File: src/rtl/rv32i_control_pkg.sv
// rv32i_control_pkg
//   Shared types and constants for the RV32I front end.
//   fetch_entry_t : one fetched instruction word tagged with its PC.
//   FETCH_PC_STEP : PC increment between sequential fetches.
//   word_align()  : clears the byte-offset bits of an address.
package rv32i_control_pkg;

  typedef struct packed {
    logic [31:0] pc;
    logic [31:0] instr;
  } fetch_entry_t;

  localparam logic [31:0] FETCH_PC_STEP = 32'd4;

  function automatic logic [31:0] word_align(input logic [31:0] addr);
    return addr & ~32'h0000_0003;
  endfunction

endpackage

File: src/rtl/rv32i_fetch_fifo.sv
// rv32i_fetch_fifo
//   Synchronous FIFO with a registered head entry, used as the IF->ID
//   instruction queue.
// Ports:
//   clk_i, rst_i   clock, synchronous active-high reset
//   push_i/data_i  write an entry at the tail (caller never pushes when full)
//   pop_i          remove the head entry (ignored when empty)
//   flush_i        discard all entries at the clock edge
//   full_o/empty_o occupancy flags
//   count_o        number of stored entries ($clog2(DEPTH)+1 bits)
//   head_o         registered copy of the oldest entry
module rv32i_fetch_fifo #(
  parameter int unsigned DEPTH = 4,
  parameter type         T     = logic [63:0]
) (
  input  logic                       clk_i,
  input  logic                       rst_i,
  input  logic                       push_i,
  input  T                           data_i,
  input  logic                       pop_i,
  input  logic                       flush_i,
  output logic                       full_o,
  output logic                       empty_o,
  output logic [$clog2(DEPTH):0]     count_o,
  output T                           head_o
);

  localparam int unsigned AW = $clog2(DEPTH);
  localparam int unsigned PW = AW + 1;
  localparam logic [PW-1:0] CNT_ONE  = PW'(1);
  localparam logic [PW-1:0] CNT_FULL = PW'(DEPTH);

  T              mem_q [DEPTH];
  T              head_q, head_d;
  logic [PW-1:0] wr_ptr_q, wr_ptr_d;
  logic [PW-1:0] rd_ptr_q, rd_ptr_d;
  logic [AW-1:0] wr_idx, rd_idx_next;
  logic          pop_ok;

  // Pointers carry one extra wrap bit, so the difference is the fill level
  // and full/empty are distinguishable.
  assign count_o     = wr_ptr_q - rd_ptr_q;
  assign empty_o     = (count_o == '0);
  assign full_o      = (count_o == CNT_FULL);
  assign head_o      = head_q;
  assign wr_idx      = wr_ptr_q[AW-1:0];
  assign rd_idx_next = rd_ptr_q[AW-1:0] + AW'(1);
  assign pop_ok      = pop_i && !empty_o;

  always_comb begin
    wr_ptr_d = wr_ptr_q + {{(PW-1){1'b0}}, push_i};
    rd_ptr_d = rd_ptr_q + {{(PW-1){1'b0}}, pop_ok};
    head_d   = head_q;
    // The head register must always mirror the oldest entry: it takes the
    // incoming word when it becomes the oldest, otherwise the next stored one.
    if (push_i && (empty_o || (pop_ok && count_o == CNT_ONE))) begin
      head_d = data_i;
    end else if (pop_ok && count_o > CNT_ONE) begin
      head_d = mem_q[rd_idx_next];
    end
    if (flush_i) begin
      wr_ptr_d = '0;
      rd_ptr_d = '0;
    end
  end

  always_ff @(posedge clk_i) begin
    if (rst_i) begin
      wr_ptr_q <= '0;
      rd_ptr_q <= '0;
      head_q   <= '0;
    end else begin
      wr_ptr_q <= wr_ptr_d;
      rd_ptr_q <= rd_ptr_d;
      head_q   <= head_d;
    end
  end

  // Storage has no reset; validity is tracked by the pointers alone.
  always_ff @(posedge clk_i) begin
    if (push_i && !flush_i) begin
      mem_q[wr_idx] <= data_i;
    end
  end

endmodule

File: src/rtl/rv32i_fetch_queue.sv
// rv32i_fetch_queue
//   IF stage: owns the fetch PC, issues in-order word fetches to instruction
//   memory and buffers returned words (with their PC) for ID.
// Ports:
//   clk_i, rst_i          clock, synchronous active-high reset
//   imem_req_o/addr_o     fetch request and word-aligned address
//   imem_gnt_i            request accepted this cycle
//   imem_rvalid_i/rdata_i in-order response
//   stall_i               hold the ID head entry
//   flush_i/redirect_pc_i drop queued and in-flight words, restart fetch
//   id_valid_o/instr_o/pc_o  head entry presented to ID
module rv32i_fetch_queue
  import rv32i_control_pkg::*;
#(
  parameter int unsigned DEPTH    = 4,
  parameter logic [31:0] RESET_PC = 32'h0000_0000
) (
  input  logic        clk_i,
  input  logic        rst_i,
  output logic        imem_req_o,
  output logic [31:0] imem_addr_o,
  input  logic        imem_gnt_i,
  input  logic        imem_rvalid_i,
  input  logic [31:0] imem_rdata_i,
  input  logic        stall_i,
  input  logic        flush_i,
  input  logic [31:0] redirect_pc_i,
  output logic        id_valid_o,
  output logic [31:0] id_instr_o,
  output logic [31:0] id_pc_o
);

  localparam int unsigned CW = $clog2(DEPTH) + 1;

  logic [31:0]   fetch_pc_q, fetch_pc_d;
  logic [31:0]   resp_pc_q, resp_pc_d;
  logic [CW-1:0] outstanding_q, outstanding_d;
  logic [CW-1:0] discard_q, discard_d;

  logic [CW-1:0] fifo_count;
  logic          fifo_full, fifo_empty;
  logic [CW:0]   in_flight;
  logic          fire, resp_push, fifo_push, fifo_pop;
  logic [31:0]   redirect_aligned;
  fetch_entry_t  push_entry, head_entry;

  // Credit: queued words plus live requests may never exceed the queue
  // depth, so every live response is guaranteed a free slot.
  assign in_flight  = {1'b0, fifo_count} + {1'b0, outstanding_q};
  assign imem_req_o = !rst_i && !flush_i && (in_flight < (CW+1)'(DEPTH));
  assign imem_addr_o = fetch_pc_q;
  assign fire       = imem_req_o && imem_gnt_i;

  // Responses to requests issued before a flush are counted in discard and
  // thrown away; anything arriving in the flush cycle is also dropped.
  assign resp_push  = imem_rvalid_i && (discard_q == '0) && !flush_i;
  assign fifo_push  = resp_push && !fifo_full;
  assign fifo_pop   = !fifo_empty && !stall_i && !flush_i;

  assign redirect_aligned = word_align(redirect_pc_i);
  assign push_entry       = '{pc: resp_pc_q, instr: imem_rdata_i};

  always_comb begin
    fetch_pc_d    = fetch_pc_q;
    resp_pc_d     = resp_pc_q;
    outstanding_d = outstanding_q;
    discard_d     = discard_q;
    if (flush_i) begin
      fetch_pc_d    = redirect_aligned;
      resp_pc_d     = redirect_aligned;
      outstanding_d = '0;
      discard_d     = discard_q + outstanding_q - {{(CW-1){1'b0}}, imem_rvalid_i};
    end else begin
      if (fire) begin
        fetch_pc_d = fetch_pc_q + FETCH_PC_STEP;
      end
      if (resp_push) begin
        resp_pc_d = resp_pc_q + FETCH_PC_STEP;
      end
      outstanding_d = outstanding_q + {{(CW-1){1'b0}}, fire}
                                    - {{(CW-1){1'b0}}, resp_push};
      if (imem_rvalid_i && discard_q != '0) begin
        discard_d = discard_q - {{(CW-1){1'b0}}, 1'b1};
      end
    end
  end

  always_ff @(posedge clk_i) begin
    if (rst_i) begin
      fetch_pc_q    <= RESET_PC;
      resp_pc_q     <= RESET_PC;
      outstanding_q <= '0;
      discard_q     <= '0;
    end else begin
      fetch_pc_q    <= fetch_pc_d;
      resp_pc_q     <= resp_pc_d;
      outstanding_q <= outstanding_d;
      discard_q     <= discard_d;
    end
  end

  rv32i_fetch_fifo #(
    .DEPTH (DEPTH),
    .T     (fetch_entry_t)
  ) u_fifo (
    .clk_i   (clk_i),
    .rst_i   (rst_i),
    .push_i  (fifo_push),
    .data_i  (push_entry),
    .pop_i   (fifo_pop),
    .flush_i (flush_i),
    .full_o  (fifo_full),
    .empty_o (fifo_empty),
    .count_o (fifo_count),
    .head_o  (head_entry)
  );

  assign id_valid_o = !fifo_empty;
  assign id_instr_o = head_entry.instr;
  assign id_pc_o    = head_entry.pc;

`ifdef ENABLE_ASSERTIONS
  logic        hold_q;
  logic [31:0] hold_addr_q;

  always_ff @(posedge clk_i) begin
    if (rst_i) begin
      hold_q <= 1'b0;
    end else begin
      hold_q <= imem_req_o && !imem_gnt_i && !flush_i;
    end
    hold_addr_q <= imem_addr_o;
    if (!rst_i) begin
      assert (!(imem_rvalid_i && outstanding_q == '0 && discard_q == '0));
      assert (!(resp_push && fifo_full));
      if (hold_q) begin
        assert (imem_addr_o == hold_addr_q);
      end
    end
  end
`endif

endmodule
File: config.mk
export PLATFORM = sky130hd
export DESIGN_NAME = rv32i_fetch_queue
export DESIGN_NICKNAME = d
export VERILOG_FILES = /design/src/rtl/rv32i_control_pkg.sv /design/src/rtl/rv32i_fetch_fifo.sv /design/src/rtl/rv32i_fetch_queue.sv
export SDC_FILE = /design/constraint.sdc
export NUM_CORES = 1
export LEC_CHECK = 0
export CORE_MARGIN = 3
export CORE_UTILIZATION = 56
export DETAILED_ROUTE_END_ITERATION = 12
export GPL_TIMING_DRIVEN = 0
export PLACE_DENSITY = 0.79
export SETUP_SLACK_MARGIN = 0.4
export SLEW_MARGIN = 20
export SYNTH_ARGS = -nofsm -noshare
export SYNTH_HDL_FRONTEND = slang
export SYNTH_SLANG_ARGS = --single-unit
File: constraint.sdc
create_clock -name clk_i -period 10.9 [get_ports clk_i]
set_clock_uncertainty 0.2 [all_clocks]
set_input_delay 1.09 -clock clk_i [delete_from_list [all_inputs] [get_ports clk_i]]
set_output_delay 1.09 -clock clk_i [all_outputs]
set_load 0.005 [all_outputs]
==> flow_summary.yaml, run 1 <==
setup_path:
  startpoint_type: "register"
  worst-r2r-setup-slack_ns: 5.04
  r2r_end: "outstanding_q[2]"
  worstSetupEndpointType: "register"
  r2r_start: "u_fifo.rd_ptr_q[1]"
  path_class: "register to register"
  cp.required_ns: 11.10
  rr_worst_depth: 18
  cp.arrival_ns: 6.06
  path_max_fanout: 10
sta:
  slew_headroom: 0.388
  worstMarginPinSlew_ns: 0.914
  drv_slew: 0
  rsz0062_at_grt: "no"
  finalCriticalPeriod_ns: 5.86
  setup_viol: 0
  min_period_over_period: 0.538
  finalHoldViolCount: 0
  setup_slack_ns: 5.04
  fmaxAchievable_mhz: 171
synthesis:
  synth_top_area_cell: "edfxtp_1"
  ys_types: 57
  syn_inst: 1030
  async_reset_ff_frac: 0
  synth_seq_area_share: 0.657
  synth_common_cells: "248 x edfxtp_1, 134 x dfxtp_1, 63 x nor2b_1, 62 x mux4_2, 61 x a221o_1"
  synth_area_leaders: "edfxtp_1 48%, dfxtp_1 17%, mux4_2 9.1%"
  synth_top_area_share: 0.483
  yosys_warnings: 0
  yosysMostFrequentCell: "edfxtp_1"
  postSynthAreaPerCell_um2: 15.0
  synth_ff_type: "edfxtp_1"
  synth_edf_count: 248
  synth-seq-cells: 382
  netlist_area_um2: 15400
global_routing:
  overflow: 0
  grt_pass1_vias: 9896
  grt_pass1_wl_um: 55100
  grt_max_degree: 38
  gr-usage-all-layers: 0.241
  antenna_found_initial: 0
clocking:
  clock_sinks: 382
  htree_levels: 2
  cts_resized: 0
  path_clk_slew_ns: 0.06
  insertion_delay_ns: 0.53
  clockRootBuffer: "clkbuf_16"
  cts_buffer_depth: 3
  hold_buffers: 0
  cts_tree: "done"
  cts_made_buffers: 39
  postCtsSetupBuffers: 0
die:
  die_w_um: 172
  io_pins: 168
  core_area_um2: 27000
  rows: 60
  initial_core_util: 0.570
  die_area_um2: 29600
  die_y_um: 172
finish:
  nets: 1336
  diodes: 0
  syn2layout_area_growth_pct: 22.8
  layout-drive-gt1-share: 0.122
routing:
  route.vias.total: 9832
  wl_um: 35300
  drt-pass1-iter-count: 7
  drt_iter0_drc: 746
  drc: 0
  routed_via_density: 6.08
  ant_nets: 0
  wl_per_cell_um: 21.8
placement:
  dp_hpwl_um: 23200
  gp_congestion: 0.883
  io_buffer_count: 161
  dpl_worst_slack_ns: 5.05
min_path:
  min_to: "u_fifo.head_o[11]"
  hold_path_startpoint: "u_fifo.head_o[11]"
  worstHoldPathCells: 1
  hold_path_class: "register to register"
run:
  maxCapViolCount: 0
outcome:
  outcome: "finished clean"
pwr:
  peakVddDrop_mv: 0.0973
  p_leak_nw: 6.35
  power_density_nw_per_um2: 174
  finalPower_mw: 3.29
layer usage:
metal | share of wire | GRT usage | vias up
met5 | 0 | 0 | -
met4 | 0.021 | 0.0684 | 0
met3 | 0.073 | 0.0448 | 57
met2 | 0.48 | 0.389 | 463
met1 | 0.43 | 0.340 | 4898
li1 | - | - | 4414
where the power goes:
group | switching (mW) | internal [mW]
Clock | 0.534 | 0.796
Sequential | 0.0512 | 1.62
Combinational | 0.146 | 0.146
Total | 0.731 | 2.56
area by class of cell:
class,instances,area [µm²]
sequential,382,10100
fill,1745,8090
multi-input combinational,550,4870
timing repair buffer,173,1780
clock buffer,54,1090
tap,341,427
buffer,62,307
clock inverter,17,179
inverter,39,146
per-stage QoR:
| stage | util | TNS [ns] | instance area [µm²] | std cells | hold WS (ns) |
|---|---|---|---|---|---|
| detailed placement | 0.653 | 0 | 17700 | 1547 | 0.267 |
| finish | 0.701 | 0 | 18900 | 1618 | 0.284 |
| global placement | 0.646 | -42.00 | 17500 | 1535 | 0.267 |
| floorplan | - | 0 | 15400 | 1033 | 0.275 |
| CTS | 0.700 | 0 | 18900 | 1618 | 0.288 |
| global route | 0.701 | 0 | 18900 | 1618 | 0.302 |
kinds of logic (layout without fill, tap and decap cells):
| group | count (synthesis) | in the layout | share of synthesized area |
|---|---|---|---|
| adders and majority gates | 19 | 19 | 0.0169 |
| buffers and inverters | 101 | 345 | 0.0294 |
| AOI/OAI and AO/OA | 161 | 161 | 0.0820 |
| muxes | 65 | 65 | 0.0926 |
| and+or+nand+nor | 248 | 248 | 0.0907 |
| DFF | 382 | 382 | 0.657 |
| xor gates and xnor gates | 53 | 53 | 0.0310 |
| other | 1 | 4 | 0.000243 |
worst max-delay path by stage:
stage / startpoint / slack (ns) / cells past startpoint / to
after floorplan: u_fifo.rd_ptr_q[1] / 3.15 / 7 / u_fifo.mem_q[0][0]
after global routing: u_fifo.rd_ptr_q[1] / 4.73 / 18 / outstanding_q[2]
after CTS: u_fifo.rd_ptr_q[1] / 5.04 / 18 / outstanding_q[2]
final: u_fifo.rd_ptr_q[1] / 5.04 / 18 / outstanding_q[2]
after global placement: u_fifo.rd_ptr_q[1] / -0.68 / 7 / u_fifo.mem_q[0][24]
after detailed placement: u_fifo.rd_ptr_q[1] / 5.05 / 18 / outstanding_q[2]
critical path, cell delays in order, from the launching register on:
cell and delay (ns):
dfxtp_1 0.33, buf_2 0.36, buf_1 0.66, inv_1 0.18
fa_1 0.49, xnor3_1 0.43, ha_1 0.31, or4b_4 0.56
nor3_4 0.42, inv_2 0.17, clkbuf_1 0.30, ha_1 0.35
inv_1 0.05, ha_1 0.12, inv_1 0.05, fa_1 0.37
xnor2_1 0.18, xnor2_1 0.14, nor2_1 0.05
layout by cell type (no fill, tap or decap), drive strengths merged, types with 3 or more instances in the layout:
master / count
fa: 3
a22oi: 4
inv: 39
xnor2: 38
a211oi: 6
clkdlybuf4s50: 161
and4: 8
o21ai: 9
nand4: 26
nor3: 11
a221o: 61
o21a: 6
nand2b: 3
mux4: 62
a21oi: 31
and3: 11
buf: 39
o211ai: 3
nand3: 16
dfxtp: 134
nand2: 40
clkbuf: 89
nor2b: 63
o21bai: 3
bufinv: 4
conb: 4
edfxtp: 248
xor2: 14
clkinv: 12
or3: 9
a21boi: 21
and2: 7
ha: 16
nor2: 32
a31oi: 9
nor4: 11
flip-flops by register name (all words and copies together), names as in the netlist:
name and count:
u_fifo.head_o 62, u_fifo.mem_q 248, resp_pc_q 30, u_fifo.wr_ptr_q 3, imem_addr_o 30, outstanding_q 3, discard_q 3, u_fifo.rd_ptr_q 3
(Power assumes the default switching activity.)
==> run 2, diff against run 1 <==
--- a/config.mk
+++ b/config.mk
@@ -6,10 +6,10 @@
 export NUM_CORES = 1
 export LEC_CHECK = 0
 export CORE_MARGIN = 3
-export CORE_UTILIZATION = 56
+export CORE_UTILIZATION = 51
 export DETAILED_ROUTE_END_ITERATION = 12
 export GPL_TIMING_DRIVEN = 0
-export PLACE_DENSITY = 0.79
+export PLACE_DENSITY = 0.76
 export SETUP_SLACK_MARGIN = 0.4
 export SLEW_MARGIN = 20
 export SYNTH_ARGS = -nofsm -noshare
==> constraint.sdc (replaced) <==
create_clock -name clk_i -period 5.36 [get_ports clk_i]
set_clock_uncertainty 0.2 [all_clocks]
set_input_delay 0.536 -clock clk_i [delete_from_list [all_inputs] [get_ports clk_i]]
set_output_delay 0.536 -clock clk_i [all_outputs]
set_load 0.005 [all_outputs]
==> flow_summary.yaml, run 2 (same netlist as run 1, synthesis figures left out) <==
setup_path:
  path_max_fanout: 10
  crit_chain: "buf_6, buf_8, inv_1, fa_1, xnor3_1, ha_1, or4b_4, nor3_4, inv_2, clkbuf_2, ha_1, inv_1, ha_1, inv_1, fa_1, xnor2_1, xnor2_1, nor2_1"
  cp.arrival_ns: 4.94
  critPathLaunch: "u_fifo.rd_ptr_q[1]"
  worst-r2r-setup-slack_ns: 0.63
  cp.required_ns: 5.57
  path_class: "register to register"
  worst_path_max_delay_cell: "or4b_4"
  r2r_start: "u_fifo.rd_ptr_q[1]"
  startpoint_type: "register"
  critPathMaxStageDelay_ns: 0.56
  rr_worst_depth: 18
  worstSetupEndpointType: "register"
  r2r_end: "outstanding_q[2]"
sta:
  whs_ns: 0.285
  min_period_over_period: 0.883
  finalCriticalPeriod_ns: 4.73
  rsz0062_at_grt: "no"
  setup_viol: 0
  drv_slew: 0
  worstMarginPinSlew_ns: 1.11
  setup_slack_ns: 0.630
  tns_ns: 0
  slew_headroom: 0.254
  fmaxAchievable_mhz: 211
  finalHoldViolCount: 0
clocking:
  htree_levels: 2
  cts_tree: "done"
  clockRootBuffer: "clkbuf_16"
  cts_buffer_depth: 3
  clock_sinks: 382
  cts_made_buffers: 40
  hold_buffers: 0
  path_clk_slew_ns: 0.06
  insertion_delay_ns: 0.52
finish:
  finish.instance_area_um2: 19100
  largest_reg_flops: 248
  regMostFlops: "u_fifo.mem_q"
  layout_commonest_cell: "edfxtp_1"
  fill_cells: 2139
  mostFrequentLayoutCells: "248 x edfxtp_1, 161 x clkdlybuf4s50_1, 134 x dfxtp_1"
  syn2layout_area_growth_pct: 24.1
  nets: 1336
  layout-drive-gt1-share: 0.129
  diodes: 0
routing:
  m1WireLength_um: 15200
  routed-wl-met3_um: 2540
  drt-pass1-iter-count: 5
  drt_iter0_drc: 768
  drc: 0
  wl_met2_um: 16500
  routed_via_density: 5.79
  highest_layer: "met4"
  wl_per_cell_um: 21.0
  route.vias.total: 9654
  ant_nets: 0
  wl_um: 35000
placement:
  dp_hpwl_um: 23300
  placed_area_um2: 17700
  gp_congestion: 0.862
  io_buffer_count: 161
  dpl_worst_slack_ns: -0.436
outcome:
  outcome: "finished clean"
pwr:
  power_frac_comb: 0.088
  finalPower_mw: 6.85
  seqPwrFrac: 0.496
  peakVddDrop_mv: 0.221
  power_density_nw_per_um2: 358
  switching_share: 0.219
  clock_power_share: 0.416
  p_int_mw: 5.35
  power_switching_mw: 1.50
  p_leak_nw: 6.41
die:
  core_area_um2: 29700
  io_pins: 168
  die_w_um: 180
  rows: 63
  die_y_um: 180
  die_area_um2: 32300
  initial_core_util: 0.519
global_routing:
  grt_max_degree: 38
  grt_pass1_vias: 9710
  antenna_found_initial: 0
  overflow: 0
  gr-usage-all-layers: 0.214
  grt_pass1_wl_um: 55200
min_path:
  min_to: "u_fifo.head_o[50]"
  hold_path_startpoint: "u_fifo.head_o[50]"
  worstHoldPathCells: 1
  hold_path_class: "register to register"
run:
  maxCapViolCount: 0
==> run 2: cell types whose count changed in the layout (fill, tap and decap cells not counted), sizes merged <==
cell,delta
clkinvlp,-1
buf,-1
clkinv,-3
clkbuf,+1
bufinv,+1
inv,+2
==> run 2: worst max path at each step <==
stage | end | slack, ns | depth (start not counted)
6_report | outstanding_q[2] | 0.63 | 18
5_1_grt | outstanding_q[2] | 0.43 | 18
4_1_cts | outstanding_q[2] | 0.44 | 18
3_5_place_dp | outstanding_q[2] | -0.44 | 18
3_3_place_gp | u_fifo.mem_q[1][38] | -1.06 | 8
2_1_floorplan | outstanding_q[2] | 0.45 | 18
==> run 2: what timing repair did <==
| item | 4_1_cts | 5_1_grt |
|---|---|---|
| setup endpoints to repair | 4 | 1 |
| pin swaps | 1 | 1 |
| gates resized for setup | 7 | 4 |
| setup buffers | 1 | 0 |
==> run 2: cell type report <==
type,count,area (µm²),share of cell area
tap,390,488,0.0255
timing repair buffer,172,1800,0.0942
multi-input combinational,550,4870,0.255
sequential,382,10100,0.529
inverter,39,146,0.00765
clock inverter,16,210,0.0110
buffer,62,325,0.0170
clock buffer,55,1160,0.0607
==> run 2: per-stage QoR <==
step,instances,utilization
detailed placement,1594,0.597
global route,1666,0.644
finish,1666,0.644
global placement,1584,0.590
floorplan,1033,-
CTS,1666,0.644
==> run 2: critical path, delay by kind of cell (launching register included) <==
family                   cells  cell delay (ns)
AND/OR/NAND/NOR              3             0.84
buffers and inverters        7             0.91
flip-flops                   1             0.35
adder cells (fa/ha/maj)      5             1.56
XOR/XNOR                     3             0.75
==> run 2: power groups by stage <==
stage                     Clock [mW]  Sequential (mW)  Combinational, mW
after floorplan                    0             3.43              0.295
after global placement             0             3.46              0.565
after detailed placement           0             3.46              0.601
after CTS                       2.91             3.40              0.608
after global routing            3.03             3.41              0.656
final                           2.85             3.40              0.602
==> run 2: layer usage <==
| metal | track usage | up-vias |
|---|---|---|
| met5 | 0 | - |
| met4 | 0.0585 | 0 |
| met3 | 0.0401 | 57 |
| met2 | 0.343 | 402 |
| met1 | 0.305 | 4778 |
| li1 | - | 4417 |
